--- src/rtl/seq_trigger_monitor_if.sv ---
// Control, operand and readout bundle for seq_trigger_monitor.
// master = stimulus/readout side, slave = the monitor itself.
interface seq_trigger_monitor_if #(
  parameter int CH    = 4,
  parameter int CNT_W = 8,
  parameter int SEL_W = (CH > 1) ? $clog2(CH) : 1
);
  logic             en;
  logic             clear;
  logic             in_valid;
  logic [CH-1:0]    a, b, c, x;
  logic [SEL_W-1:0] sel;
  logic             out_valid;
  logic [CH-1:0]    out_hit;
  logic [CNT_W-1:0] count_out;
  logic             alarm;

  modport master (
    output en, clear, in_valid, a, b, c, x, sel,
    input  out_valid, out_hit, count_out, alarm
  );

  modport slave (
    input  en, clear, in_valid, a, b, c, x, sel,
    output out_valid, out_hit, count_out, alarm
  );
endinterface

--- src/rtl/seq_trigger_monitor.sv ---
// Multi-lane registered trigger monitor: stallable operand pipeline, per-lane
// saturating hit counters and a threshold alarm derived from the counters.
module seq_trigger_lane #(
  parameter int CNT_W  = 8,
  parameter int THRESH = 3
) (
  input  logic             clk,
  input  logic             rst,
  input  logic             inc,
  input  logic             clear,
  output logic [CNT_W-1:0] cnt,
  output logic             over
);
  localparam logic [CNT_W-1:0] CNT_MAX = {CNT_W{1'b1}};
  localparam logic [CNT_W-1:0] THR     = CNT_W'(THRESH);

  logic [CNT_W-1:0] cnt_d, cnt_q;

  // clear beats a coincident hit and ignores the stall enable
  always_comb begin
    cnt_d = cnt_q;
    if (clear)                       cnt_d = '0;
    else if (inc && cnt_q != CNT_MAX) cnt_d = cnt_q + 1'b1;
  end

  always_ff @(posedge clk or posedge rst)
    if (rst) cnt_q <= '0;
    else     cnt_q <= cnt_d;

  assign cnt  = cnt_q;
  assign over = (cnt_q >= THR);
endmodule

module seq_trigger_monitor #(
  parameter int CH     = 4,
  parameter int DEPTH  = 2,
  parameter int CNT_W  = 8,
  parameter int THRESH = 3
) (
  input  logic                 I1470,
  input  logic                 I1477,
  seq_trigger_monitor_if.slave bus
);
  typedef struct packed {
    logic [CH-1:0] a;
    logic [CH-1:0] x;
    logic [CH-1:0] c;
    logic [CH-1:0] ab;
  } ops_t;

  ops_t ops_in, ops_last;
  assign ops_in = '{a: bus.a, x: bus.x, c: bus.c, ab: bus.a | bus.b};

  // valid shift register; the top bit is the output stage's valid
  logic [DEPTH-1:0] vld_pipe_d, vld_pipe_q;
  always_comb begin
    vld_pipe_d = vld_pipe_q;
    if (bus.en) begin
      vld_pipe_d[0] = bus.in_valid;
      for (int k = 1; k < DEPTH; k++) vld_pipe_d[k] = vld_pipe_q[k-1];
    end
  end

  // operands travel through DEPTH-1 stages; the output stage keeps only the hit
  generate
    if (DEPTH == 1) begin : g_direct
      assign ops_last = ops_in;
    end else begin : g_pipe
      ops_t [DEPTH-2:0] ops_d, ops_q;
      always_comb begin
        ops_d = ops_q;
        if (bus.en) begin
          ops_d[0] = ops_in;
          for (int k = 1; k < DEPTH-1; k++) ops_d[k] = ops_q[k-1];
        end
      end
      always_ff @(posedge I1470 or posedge I1477)
        if (I1477) ops_q <= '0;
        else       ops_q <= ops_d;
      assign ops_last = ops_q[DEPTH-2];
    end
  endgenerate

  logic [CH-1:0] hit_d, hit_q;
  always_comb begin
    hit_d = hit_q;
    if (bus.en) hit_d = (ops_last.a & ~ops_last.x & ops_last.ab) | ~ops_last.c;
  end

  always_ff @(posedge I1470 or posedge I1477)
    if (I1477) begin
      vld_pipe_q <= '0;
      hit_q      <= '0;
    end else begin
      vld_pipe_q <= vld_pipe_d;
      hit_q      <= hit_d;
    end

  logic                     out_vld;
  logic [CH-1:0]            out_hit;
  logic [CH-1:0][CNT_W-1:0] cnt;
  logic [CH-1:0]            over;

  assign out_vld = vld_pipe_q[DEPTH-1];
  assign out_hit = hit_q & {CH{out_vld}};

  // a stalled output sample is seen again next cycle, so en gates the increment
  for (genvar i = 0; i < CH; i++) begin : g_lane
    seq_trigger_lane #(.CNT_W(CNT_W), .THRESH(THRESH)) u_lane (
      .clk  (I1470),
      .rst  (I1477),
      .inc  (bus.en & out_hit[i]),
      .clear(bus.clear),
      .cnt  (cnt[i]),
      .over (over[i])
    );
  end

  logic [CNT_W-1:0] count_mux;
  always_comb begin
    count_mux = '0;
    if (32'(bus.sel) < CH) count_mux = cnt[bus.sel];
  end

  assign bus.out_valid = out_vld;
  assign bus.out_hit   = out_hit;
  assign bus.count_out = count_mux;
  assign bus.alarm     = |over;
endmodule
--- src/flat_wrapper.sv ---
// flat-port wrapper written by rule: the top's interface ports become plain ports
module seq_trigger_monitor_flat 
#(
  parameter int CH     = 4,
  parameter int DEPTH  = 2,
  parameter int CNT_W  = 8,
  parameter int THRESH = 3
)
  (I1470, I1477, bus_en, bus_clear, bus_in_valid, bus_a, bus_b, bus_c, bus_x, bus_sel, bus_out_valid, bus_out_hit, bus_count_out, bus_alarm);
  seq_trigger_monitor_if #(.CH(CH), .CNT_W(CNT_W)) bus_i ();
  input  logic I1470;
  input  logic I1477;
  input wire logic [$bits(bus_i.en)-1:0] bus_en;
  input wire logic [$bits(bus_i.clear)-1:0] bus_clear;
  input wire logic [$bits(bus_i.in_valid)-1:0] bus_in_valid;
  input wire logic [$bits(bus_i.a)-1:0] bus_a;
  input wire logic [$bits(bus_i.b)-1:0] bus_b;
  input wire logic [$bits(bus_i.c)-1:0] bus_c;
  input wire logic [$bits(bus_i.x)-1:0] bus_x;
  input wire logic [$bits(bus_i.sel)-1:0] bus_sel;
  output wire logic [$bits(bus_i.out_valid)-1:0] bus_out_valid;
  output wire logic [$bits(bus_i.out_hit)-1:0] bus_out_hit;
  output wire logic [$bits(bus_i.count_out)-1:0] bus_count_out;
  output wire logic [$bits(bus_i.alarm)-1:0] bus_alarm;
  assign bus_i.en = bus_en;
  assign bus_i.clear = bus_clear;
  assign bus_i.in_valid = bus_in_valid;
  assign bus_i.a = bus_a;
  assign bus_i.b = bus_b;
  assign bus_i.c = bus_c;
  assign bus_i.x = bus_x;
  assign bus_i.sel = bus_sel;
  assign bus_out_valid = bus_i.out_valid;
  assign bus_out_hit = bus_i.out_hit;
  assign bus_count_out = bus_i.count_out;
  assign bus_alarm = bus_i.alarm;
  seq_trigger_monitor #(.CH(CH), .DEPTH(DEPTH), .CNT_W(CNT_W), .THRESH(THRESH)) u_core (.I1470(I1470), .I1477(I1477), .bus(bus_i));
endmodule
--- config.mk ---
export PLATFORM = sky130hd
export DESIGN_NAME = seq_trigger_monitor_flat
export DESIGN_NICKNAME = d
export VERILOG_FILES = /design/src/rtl/seq_trigger_monitor_if.sv /design/src/rtl/seq_trigger_monitor.sv /design/src/flat_wrapper.sv
export SDC_FILE = /design/constraint.sdc
export NUM_CORES = 1
export LEC_CHECK = 0
export ABC_AREA = 1
export BUFFER_PORTS_ARGS = -buffer_cell sky130_fd_sc_hd__buf_2
export CAP_MARGIN = 20
export CORE_ASPECT_RATIO = 1.1
export CORE_MARGIN = 4
export CORE_UTILIZATION = 60
export DETAILED_ROUTE_END_ITERATION = 8
export GPL_TIMING_DRIVEN = 0
export PLACE_DENSITY = 0.79
export SLEW_MARGIN = 20
export SYNTH_ARGS = -nofsm -noshare
export SYNTH_HDL_FRONTEND = slang
export SYNTH_SLANG_ARGS = --single-unit
--- constraint.sdc ---
create_clock -name I1470 -period 2.7 [get_ports I1470]
set_input_delay 0.54 -clock I1470 [delete_from_list [all_inputs] [get_ports I1470]]
set_output_delay 0.54 -clock I1470 [all_outputs]
set_load 0.005 [all_outputs]
Word level (Yosys, flattened, before mapping)
Index checks and enable logic that the tools add are counted.
- input bits: 23
- latch bits: 0
- ROM bits: 0
- memories: 0
- word-level logic and storage cells: 53
- register bits after elaboration: 54
- memory bits (writable): 0
- magnitude comparators: 5
- multipliers: 0
- $add $sub $neg: 4
- shift operators: 0
- div/mod/pow operators: 0
- bitwise logic cells: 11
- muxes and demuxes: 10
- equality and inequality tests: 4
- reduce and logical (&&, ||, !) cells: 9
- operators by type and width (operator ; count):
    2-to-1 mux 8 bit ; 9
    adder 8 x 1 -> 8 bit, second input constant ; 4
    >= comparator 8 x 2 -> 1 bit, second input constant ; 4
    inequality test 8 bit, second input constant ; 4
    binary-select mux 8 bit (select 2 bit) ; 1
    AND 4 bit ; 3
    NOT 4 bit ; 2
    OR 4 bit ; 2
    nonzero test 2 bit ; 4
    AND 1 bit ; 4
    logical AND 1 bit ; 4
    OR reduction 4 bit ; 1
    less-than comparator 2 x 3 -> 1 bit, second input constant ; 1

Longest topological paths before layout
Gate-level depths: netlist of the first run.
- depth after elaboration: 5
- depth in mapped cells: 9
- depth with buffers taken out: 9

Hierarchy
A second synthesis of the first run with hierarchy kept.
- cell total of the unflattened synthesis: 514
- area total of the unflattened synthesis: 3468.3 sq um
- modules (own cells, without submodules) (module ; instances ; area an instance (sq um) ; sequential area each (sq um) ; cells each):
    seq_trigger_lane ; 4 ; 535.5 ; 200.2 ; 76
    seq_trigger_monitor ; 1 ; 1326.3 ; 550.5 ; 210

Worst setup path after synthesis of the first run
OpenSTA, ideal clock, no wires.
- path kind: input to output
- start: input port bus_sel[1]
- end: output port bus_count_out[5]
- arrival: 1.159 ns
- stages on the path: 4
- slack: 1.001 ns
- cells stage by stage: inv_1 clkbuf_1 o21ai_0 o21ai_0
- cells in the longest elaborated chain, start to end: 2
- ends and longest elaborated chain (item ; RTL line ; RTL):
    start: declaration ; flat_wrapper.sv:20 ; input wire logic [$bits(bus_i.sel)-1:0] bus_sel;
    binary-select mux 8 bit (select 2 bit) ; seq_trigger_monitor.sv:122 ; if (32'(bus.sel) < CH) count_mux = cnt[bus.sel];
    2-to-1 mux 8 bit (implied by the code) ; seq_trigger_monitor.sv:122 ;
    end: declaration ; flat_wrapper.sv:23 ; output wire logic [$bits(bus_i.count_out)-1:0] bus_count_out;
No other way between the ends. The select of a mux whose other input is x is not followed.

Worst setup path in the final report of the first run
- start: register u_core.g_lane[2].u_lane.cnt_q[0]
- end: output port bus_alarm
- cells in the longest elaborated chain, start to end: 2
- ends and longest elaborated chain (item ; RTL line ; RTL):
    start: declaration ; seq_trigger_monitor.sv:17 ; logic [CNT_W-1:0] cnt_d, cnt_q;
    start signal: assignment ; seq_trigger_monitor.sv:28 ; else cnt_q <= cnt_d;
    >= comparator 8 x 2 -> 1 bit ; seq_trigger_monitor.sv:31 ; assign over = (cnt_q >= THR);
    OR reduction 4 bit ; seq_trigger_monitor.sv:128 ; assign bus.alarm = |over;
    end: declaration ; flat_wrapper.sv:24 ; output wire logic [$bits(bus_i.alarm)-1:0] bus_alarm;
No other way between the ends.

==> flow_summary.json, run 1 <==
{
  "status": "finished clean",
  "synthDistinctLibCells": 25,
  "dr.pass1.iters": 7,
  "path_clk_slew_ns": 0.10,
  "slowest_stage": "dfrtp_1",
  "layoutNonFillerInstCount": 553,
  "skew_ns": 0.006772,
  "dieHeight_um": 83.97,
  "maxCapViolCount": 0,
  "swShare_pct": 28.43,
  "row_count": 27,
  "cts_sinks": 54,
  "drt_iter0_drc": 156,
  "netlist_area_um2": 3148,
  "postCtsSetupBuffers": 0,
  "drcViolationCount": 0,
  "ctsLongestPathBuffers": 2,
  "placed_cells": 546,
  "core-area_um2": 5034,
  "hold_slack_ns": 0.2424,
  "cts-root-buf": "clkbuf_8",
  "synth_seq_cells": 54,
  "synth_area_leader_cell": "dfrtp_1",
  "post_cts_resized": 0,
  "gp_congestion": 0.8665,
  "netlist.area_leader.share_pct": 42.93,
  "worstSetupEndpointType": "output pin",
  "p_total_mw": 1.552,
  "cts_hold_buf": 0,
  "hold_viol": 0,
  "critPathKind": "reg2out",
  "fin_nets": 522,
  "synth_cells": 453,
  "p_seq_share_pct": 57.1,
  "synth_area_leaders": "dfrtp_1, nand2_1, nand3_1, nor2_1, inv_1",
  "grt_usage_pct": 24.91,
  "cp_cell_sequence": "ha_1 -> nor2_1 -> nand4_1 -> nor3_1 -> nand2_1 -> buf_2",
  "layout-drive-gt1-share_pct": 13.74,
  "numPortBuffers": 34,
  "cp.required_ns": 2.16,
  "grt_max_degree": 35,
  "cts_tree": "built",
  "dp_hpwl_mm": 5.758,
  "setup_viol_count_final": 0,
  "clkPwrFrac_pct": 28.0,
  "final.min_clock_period_ns": 2.226,
  "hold_class": "in2async",
  "wirelength_mm": 7.512,
  "arrival_ns": 1.69,
  "rsz0062_at_grt": "no",
  "period_share_pct": 82.44,
  "start_util_pct": 62.54,
  "p_switching_mw": 0.4412,
  "grt-ovfl-total": 0,
  "grt_antenna_before_repair": 0,
  "power_density_nw_per_um2": 444.8,
  "htree_num_levels": 2,
  "yosysWarningCount": 0,
  "relSlewSlack_pct": 67.69,
  "clk_latency_ns": 0.30,
  "n_fill_cell": 427,
  "final.setup.tns_ns": 0,
  "max_freq_ghz": 0.4493,
  "cts_made_buffers": 5,
  "comb_power_share_pct": 14.9,
  "start_kind": "flop",
  "grt_pass1_vias": 2953,
  "pin_count": 37,
  "via_per_inst": 5.515,
  "finalMaxSlewViolations": 0,
  "diodes": 0,
  "area_growth_pct": 10.85,
  "synth_nets": 480,
  "fp.dieW_um": 77.07,
  "cp_max_fo": 5,
  "worstMarginPinSlew_ns": 0.4840,
  "synth.yosys.seq_area_share_pct": 42.93,
  "power.leakage_nw": 1.847,
  "critPathMaxStageDelay_ns": 0.44,
  "ir_drop_mv": 0.3938,
  "syn_area_per_cell_um2": 6.949,
  "die-area_um2": 6471,
  "power.internal_mw": 1.111,
  "ant_nets": 0,
  "grt_pass1_wl_mm": 13.18,
  "num_vias": 3050,
  "post_drt_wl_per_cell_um": 13.58
}
==> path summary, 6_finish.rpt <==
| path | start | cells past startpoint | slack [ns] | end |
|---|---|---|---|---|
| max | u_core.g_lane[2].u_lane.cnt[0]$_DFFE_PP0P_ | 6 | 0.47 | bus_alarm |
| min | I1477 | 2 | 0.24 | u_core.g_lane[2].u_lane.cnt[1]$_DFFE_PP0P_ |
| max reg2reg | u_core.g_lane[1].u_lane.cnt[1]$_DFFE_PP0P_ | 7 | 1.19 | u_core.g_lane[1].u_lane.cnt[7]$_DFFE_PP0P_ |
| min reg2reg | u_core.g_pipe.ops_q[6]$_DFFE_PP0P_ | 1 | 0.46 | u_core.hit_q[2]$_DFFE_PP0P_ |
| max in group asynchronous | I1477 | 3 | 1.91 | u_core.g_pipe.ops_q[5]$_DFFE_PP0P_ |
| min in group I1470 | bus_c[2] | 3 | 0.43 | u_core.g_pipe.ops_q[6]$_DFFE_PP0P_ |
==> through the flow <==
step	setup slack, ns	instance area (um^2)	utilization, %
after floorplan	0.8454	3148	-
after CTS	0.4836	3490	69.33
after global placement	0.2186	3391	67.36
after global routing	0.3938	3490	69.33
final	0.4741	3490	69.33
after detailed placement	0.5915	3411	67.76
==> metal layers <==
metal  wire (um)  global-route usage [%]
met4         153                   9.871
met5           0                       0
met3         448                   4.104
met1        3142                   29.92
met2        3766                   44.22
==> logic make-up (layout without fill, tap and decap cells) <==
family	count (synthesis)	in the layout	synth area share (%)
buf+inv	60	102	7.472
xor+xnor	3	3	0.8348
simple gates	272	272	36.21
flops	54	54	42.93
compound gates	60	60	10.97
fa+ha+maj	4	4	1.590
==> placed cells by master, fill, tap and decap left out <==
cell / instances
nand2_1: 161
a21oi_4: 3
buf_2: 42
buf_12: 1
nand4_1: 7
nor3b_1: 1
o21ai_1: 1
a31oi_1: 5
clkbuf_8: 5
nor2_2: 3
inv_2: 5
o21bai_1: 1
xor2_1: 3
clkbuf_1: 4
nand2_2: 3
ha_1: 4
inv_1: 40
buf_1: 1
nor3_1: 2
dfrtp_1: 54
nand3_1: 40
clkinv_2: 2
nor2_1: 51
o21ai_0: 26
nor2_4: 4
o22ai_1: 2
a21oi_1: 22
clkinv_1: 2
==> critical path, delay by kind of cell (launching register included) <==
| kind | cells | cell delay (ns) |
|---|---|---|
| flops | 1 | 0.44 |
| fa+ha+maj | 1 | 0.25 |
| simple gates | 4 | 0.56 |
| buf+inv | 1 | 0.13 |
==> cell type report <==
class / instances / area, um^2 / share of cell area (%)
multi-input cells: 339 / 1562 / 44.75
flip-flops and latches: 54 / 1351 / 38.72
repair buffers: 35 / 190.2 / 5.450
inverters: 47 / 176.4 / 5.056
well taps: 58 / 72.57 / 2.080
clock buffers: 5 / 68.82 / 1.972
plain buffers: 13 / 58.81 / 1.685
clock inverters: 2 / 10.01 / 0.2868
==> sequential cells by signal, indices dropped and copies added, names as in the netlist <==
name	cells
u_core.g_pipe.ops_q	16
u_core.vld_pipe_q	2
u_core.hit_q	4
u_core.g_lane.u_lane.cnt	32
==> Yosys cell counts <==
| library cell | number |
|---|---|
| a31oi_1 | 5 |
| nor3b_1 | 1 |
| inv_1 | 41 |
| a21oi_4 | 3 |
| ha_1 | 4 |
| nand4_1 | 7 |
| o21ai_1 | 1 |
| nor2_1 | 51 |
| o21ai_0 | 26 |
| inv_2 | 4 |
| nor2_4 | 4 |
| o22ai_1 | 2 |
| nand2_2 | 3 |
| xor2_1 | 3 |
| nand2_1 | 161 |
| clkbuf_1 | 4 |
| o21bai_1 | 1 |
| nor2_2 | 3 |
| buf_2 | 8 |
| clkinv_1 | 2 |
| nand3_1 | 40 |
| nor3_1 | 2 |
| buf_1 | 1 |
| dfrtp_1 | 54 |
| a21oi_1 | 22 |
==> power groups by stage <==
stage / registers, mW / clock network, mW / logic, mW
finish: 0.886 / 0.435 / 0.232
global route: 0.893 / 0.480 / 0.267
CTS: 0.885 / 0.437 / 0.233
detailed placement: 0.902 / 0 / 0.233
global placement: 0.900 / 0 / 0.222
floorplan: 0.892 / 0 / 0.154
No activity file was read; power rests on OpenSTA's default activity.
==> run 2, diff against run 1 <==
--- a/config.mk
+++ b/config.mk
@@ -10,10 +10,10 @@
 export CAP_MARGIN = 20
 export CORE_ASPECT_RATIO = 1.1
 export CORE_MARGIN = 4
-export CORE_UTILIZATION = 60
+export CORE_UTILIZATION = 53
 export DETAILED_ROUTE_END_ITERATION = 8
 export GPL_TIMING_DRIVEN = 0
-export PLACE_DENSITY = 0.79
+export PLACE_DENSITY = 0.73
 export SLEW_MARGIN = 20
 export SYNTH_ARGS = -nofsm -noshare
 export SYNTH_HDL_FRONTEND = slang
==> constraint.sdc (replaced) <==
create_clock -name I1470 -period 2.04 [get_ports I1470]
set_input_delay 0.408 -clock I1470 [delete_from_list [all_inputs] [get_ports I1470]]
set_output_delay 0.408 -clock I1470 [all_outputs]
set_load 0.005 [all_outputs]
==> flow_summary.json, run 2 (synthesis gave the netlist of run 1 again) <==
{
  "power_density_nw_per_um2": 577.3,
  "critPathMaxStageDelay_ns": 0.44,
  "arrival_ns": 1.52,
  "ant_nets": 0,
  "ir_drop_mv": 0.3663,
  "status": "finished clean",
  "path_clk_slew_ns": 0.10,
  "htree_num_levels": 2,
  "period_share_pct": 94.48,
  "dr.pass1.iters": 7,
  "cp.required_ns": 1.63,
  "maxCapViolCount": 0,
  "cts-root-buf": "clkbuf_8",
  "fp.dieW_um": 81.48,
  "worst_slack_ns": 0.1126,
  "pre_cts_ws_ns": 0.1936,
  "skew_ns": 0.006604,
  "gp_congestion": 0.9424,
  "reg2reg_slack_ns": 0.55,
  "layout_commonest_cell": "nand2_1",
  "n_fill_cell": 526,
  "post_dp_cell_area_um2": 3417,
  "cp_cell_sequence": "ha_2 -> nor2_2 -> nand2_1 -> nor3_2 -> nand2_1 -> buf_2",
  "cts_sinks": 54,
  "largest_reg_flops": 32,
  "design_area_um2": 3575,
  "power.leakage_nw": 1.866,
  "drt_iter0_drc": 181,
  "wirelength_mm": 7.581,
  "grt_pass1_wl_mm": 12.79,
  "ctsLongestPathBuffers": 2,
  "grt_antenna_before_repair": 0,
  "finalMaxSlewViolations": 0,
  "p_total_mw": 2.064,
  "crit_start": "u_core.g_lane[1].u_lane.cnt[0]$_DFFE_PP0P_",
  "hold_viol": 0,
  "numPortBuffers": 34,
  "worstMarginPinSlew_ns": 0.6627,
  "cp_top_family": "flip-flops",
  "die-area_um2": 7238,
  "grt_usage_pct": 22.72,
  "cp_num_buf_inv": 1,
  "layout-drive-gt1-share_pct": 16.40,
  "worst-path-stages": 6,
  "final.min_clock_period_ns": 1.927,
  "cts_hold_buf": 0,
  "grt_max_degree": 55,
  "core-area_um2": 5769,
  "fin_nets": 527,
  "grt_pass1_vias": 2763,
  "relSlewSlack_pct": 55.82,
  "drcViolationCount": 0,
  "start_kind": "flop",
  "r2r_end": "u_core.g_lane[1].u_lane.cnt[0]$_DFFE_PP0P_",
  "worstRegToRegCells": 7,
  "grt-ovfl-total": 0,
  "setup_viol_count_final": 0,
  "clk_latency_ns": 0.30,
  "post_drt_wl_per_cell_um": 13.14,
  "endpoint": "bus_alarm",
  "diodes": 0,
  "via_per_inst": 5.220,
  "dieHeight_um": 88.83,
  "area_growth_pct": 13.55,
  "slowest_stage": "dfrtp_1",
  "critPathKind": "reg2out",
  "mostFrequentLayoutCells": "nand2_1, dfrtp_1, nor2_1",
  "path_common_cell": "nand2_1",
  "cts_made_buffers": 5,
  "worstSetupEndpointType": "output pin",
  "dp_hpwl_mm": 5.492,
  "final.setup.tns_ns": 0,
  "row_count": 29,
  "pin_count": 37,
  "cp_max_fo": 4,
  "start_util_pct": 54.57,
  "max_freq_ghz": 0.5188,
  "hold_class": "in2async",
  "num_vias": 3012,
  "r2r-start": "u_core.g_lane[1].u_lane.cnt[0]$_DFFE_PP0P_",
  "cts_tree": "built"
}
==> run 2: changes by cell type in the layout (fill, tap and decap cells not counted), sizes merged <==
cell,before,now
buf,44,49
clkbuf,9,11
clkinv,4,2
==> run 2: how the worst min path moves through the flow <==
stage               cells past startpoint                                    endpoint                          startpoint  slack, ns
floorplan                               1                 u_core.hit_q[1]$_DFFE_PP0P_  u_core.g_pipe.ops_q[5]$_DFFE_PP0P_       0.44
global placement                        1                 u_core.hit_q[0]$_DFFE_PP0P_  u_core.g_pipe.ops_q[4]$_DFFE_PP0P_       0.45
detailed placement                      1                 u_core.hit_q[3]$_DFFE_PP0P_  u_core.g_pipe.ops_q[7]$_DFFE_PP0P_       0.45
CTS                                     2  u_core.g_lane[1].u_lane.cnt[1]$_DFFE_PP0P_                               I1477       0.23
global route                            2  u_core.g_lane[3].u_lane.cnt[4]$_DFFE_PP0P_                               I1477       0.24
finish                                  2  u_core.g_lane[2].u_lane.cnt[3]$_DFFE_PP0P_                               I1477       0.20
==> run 2: stage by stage <==
stage,instances,hold WS (ns),util [%]
2_1_floorplan,453,0.4371,-
3_3_place_gp,564,0.4455,59.18
3_5_place_dp,564,0.4475,59.23
4_1_cts,575,0.2288,61.11
5_1_grt,577,0.2438,61.96
6_report,577,0.2020,61.96
==> run 2: cell type report <==
type	count	area, um^2	share of cell area, %
well taps	77	96.34	2.695
multi-input cells	339	1597	44.66
clock buffers	7	76.32	2.135
repair buffers	40	215.2	6.020
inverters	47	178.9	5.005
flip-flops and latches	54	1353	37.84
plain buffers	13	58.81	1.645
==> run 2: worst register-to-register path: stages (launching register included) <==
cell and delay, ns:
dfrtp_1 0.44, ha_2 0.21, nand2_1 0.15, nor2_2 0.07, a21oi_4 0.29, nor2_4 0.10, nand2_1 0.07, nand2_1 0.05
==> run 2: per-layer routing <==
metal,part of all wire (%),global-route usage (%)
met1,44,29.51
met2,48,38.37
met5,0,0
met3,6.3,4.481
met4,1.4,6.452
==> run 2: power by group <==
part	total, mW	switching (mW)	internal, mW
registers	1.17	0.0408	1.13
clock network	0.568	0.330	0.238
logic	0.327	0.206	0.121
==> run 2: timing repair <==
action | CTS | global route
setup buffers | 4 | 2
pin swaps | 0 | 2
gates resized for setup | 1 | 11
setup endpoints to repair | 1 | 1
==> run 3, diff against run 2 <==
--- a/config.mk
+++ b/config.mk
@@ -14,6 +14,7 @@
 export DETAILED_ROUTE_END_ITERATION = 8
 export GPL_TIMING_DRIVEN = 0
 export PLACE_DENSITY = 0.73
+export REMOVE_ABC_BUFFERS = 1
 export SLEW_MARGIN = 20
 export SYNTH_ARGS = -nofsm -noshare
 export SYNTH_HDL_FRONTEND = slang
==> flow_summary.json, run 3 (synthesis gave the netlist of run 1 again) <==
{
  "grt_usage_pct": 21.33,
  "drcViolationCount": 0,
  "ctsLongestPathBuffers": 2,
  "r2r_end": "u_core.g_lane[1].u_lane.cnt[3]$_DFFE_PP0P_",
  "pin_count": 37,
  "status": "finished clean",
  "dr.pass1.iters": 4,
  "crit_start": "u_core.g_lane[2].u_lane.cnt[1]$_DFFE_PP0P_",
  "grt_pass1_vias": 2707,
  "worstMarginPinSlew_ns": 0.6765,
  "cp.required_ns": 1.63,
  "relSlewSlack_pct": 54.90,
  "htree_num_levels": 2,
  "mostFrequentLayoutCells": "nand2_1, dfrtp_1, nor2_1",
  "arrival_ns": 1.58,
  "start_util_pct": 54.57,
  "cts_tree": "built",
  "maxCapViolCount": 0,
  "worstSetupEndpointType": "output pin",
  "power.internal_mw": 1.602,
  "largest_reg_flops": 32,
  "die-area_um2": 7238,
  "finalMaxSlewViolations": 0,
  "num_vias": 2956,
  "comb_power_share_pct": 13.9,
  "diodes": 0,
  "ant_nets": 0,
  "cts_made_buffers": 5,
  "path_clk_slew_ns": 0.10,
  "critPathKind": "reg2out",
  "rsz0062_at_grt": "yes",
  "setup_viol_count_final": 0,
  "dp_hpwl_mm": 5.051,
  "fin_nets": 515,
  "gp_congestion": 0.8460,
  "layout-drive-gt1-share_pct": 14.93,
  "cp_max_fo": 4,
  "max_freq_ghz": 0.5025,
  "p_total_mw": 2.203,
  "dieHeight_um": 88.83,
  "period_share_pct": 97.56,
  "cts-root-buf": "clkbuf_8",
  "drt_iter0_drc": 209,
  "clkPwrFrac_pct": 33.0,
  "area_growth_pct": 12.00,
  "hold_class": "in2async",
  "swShare_pct": 27.27,
  "final.setup.tns_ns": 0,
  "layout_commonest_cell": "nand2_1",
  "power_density_nw_per_um2": 624.8,
  "final.min_clock_period_ns": 1.990,
  "worstRegToRegCells": 7,
  "row_count": 29,
  "grt-ovfl-total": 0,
  "r2r-start": "u_core.g_lane[1].u_lane.cnt[1]$_DFFE_PP0P_",
  "power.leakage_nw": 1.837,
  "p_switching_mw": 0.6008,
  "grt_pass1_wl_mm": 12.19,
  "via_per_inst": 5.223,
  "cts_hold_buf": 0,
  "wirelength_mm": 7.111,
  "fp.dieW_um": 81.48,
  "p_seq_share_pct": 53.1,
  "hold_viol": 0,
  "reg2reg_slack_ns": 0.53,
  "cts_sinks": 54,
  "clk_latency_ns": 0.31,
  "skew_ns": 0.008766,
  "start_kind": "flop",
  "ir_drop_mv": 0.3819,
  "core-area_um2": 5769,
  "grt_max_degree": 55,
  "grt_antenna_before_repair": 0,
  "numPortBuffers": 36,
  "post_drt_wl_per_cell_um": 12.56
}
## run 3: metal layers
layer / up-vias / wire length (um) / GRT usage (%)
met3: 11 / 394 / 3.462
li1: 1512 / - / -
met1: 1358 / 3222 / 28.08
met2: 75 / 3386 / 36.07
met4: 0 / 107 / 6.298
met5: - / 0 / 0
## run 3: power groups by stage
stage                     clock, mW  sequential (mW)  combinational, mW
after CTS                     0.744             1.17              0.299
after global placement            0             1.19              0.285
final                         0.727             1.17              0.306
after detailed placement          0             1.19              0.292
after global routing          0.787             1.18              0.355
after floorplan                   0             1.18              0.182
## run 3: final cells by class
cell class                 instances  area, um^2
tap                               77       96.34
multi-input combinational        339        1569
clock buffer                       5       68.82
timing repair buffer              40       210.2
timing repair inverter             1       5.005
fill                             564        2243
sequential                        54        1354
clock inverter                     3       40.04
inverter                          47       182.7
## run 3: timing repair
item                       4_1_cts  5_1_grt
gates resized for setup          0        6
buffers inserted                 1        3
cloned                           0        1
setup endpoints to repair        1        6
## run 3: how the worst max path moves through the flow
stage          depth (start not counted)                                         end  slack (ns)
2_1_floorplan                          1  u_core.g_lane[0].u_lane.cnt[0]$_DFFE_PP0P_        0.32
3_3_place_gp                           2  u_core.g_lane[0].u_lane.cnt[2]$_DFFE_PP0P_       -0.42
3_5_place_dp                           6                            bus_count_out[4]        0.10
4_1_cts                                6                                   bus_alarm       0.001
5_1_grt                                6                                   bus_alarm       -0.07
6_report                               6                                   bus_alarm        0.05
## run 3: stage by stage
stage                     worst slack [ns]  hold slack [ns]  area [um^2]  util (%)  instances
final                              0.04980           0.1910         3526     61.11        566
after global routing              -0.06598           0.2474         3526     61.11        566
after CTS                         0.001486           0.2219         3485     60.40        562
after detailed placement            0.1010           0.4529         3368     58.38        553
after global placement             -0.4157           0.4478         3366     58.34        553
after floorplan                     0.3174           0.4371         3089         -        440
## run 3: worst max-delay path, stage by stage (launching register included)
cell     delay, ns
dfrtp_2       0.45
ha_1          0.23
nor2_2        0.13
nand4_1       0.14
nor3_1        0.14
nand2_1       0.06
buf_2         0.13
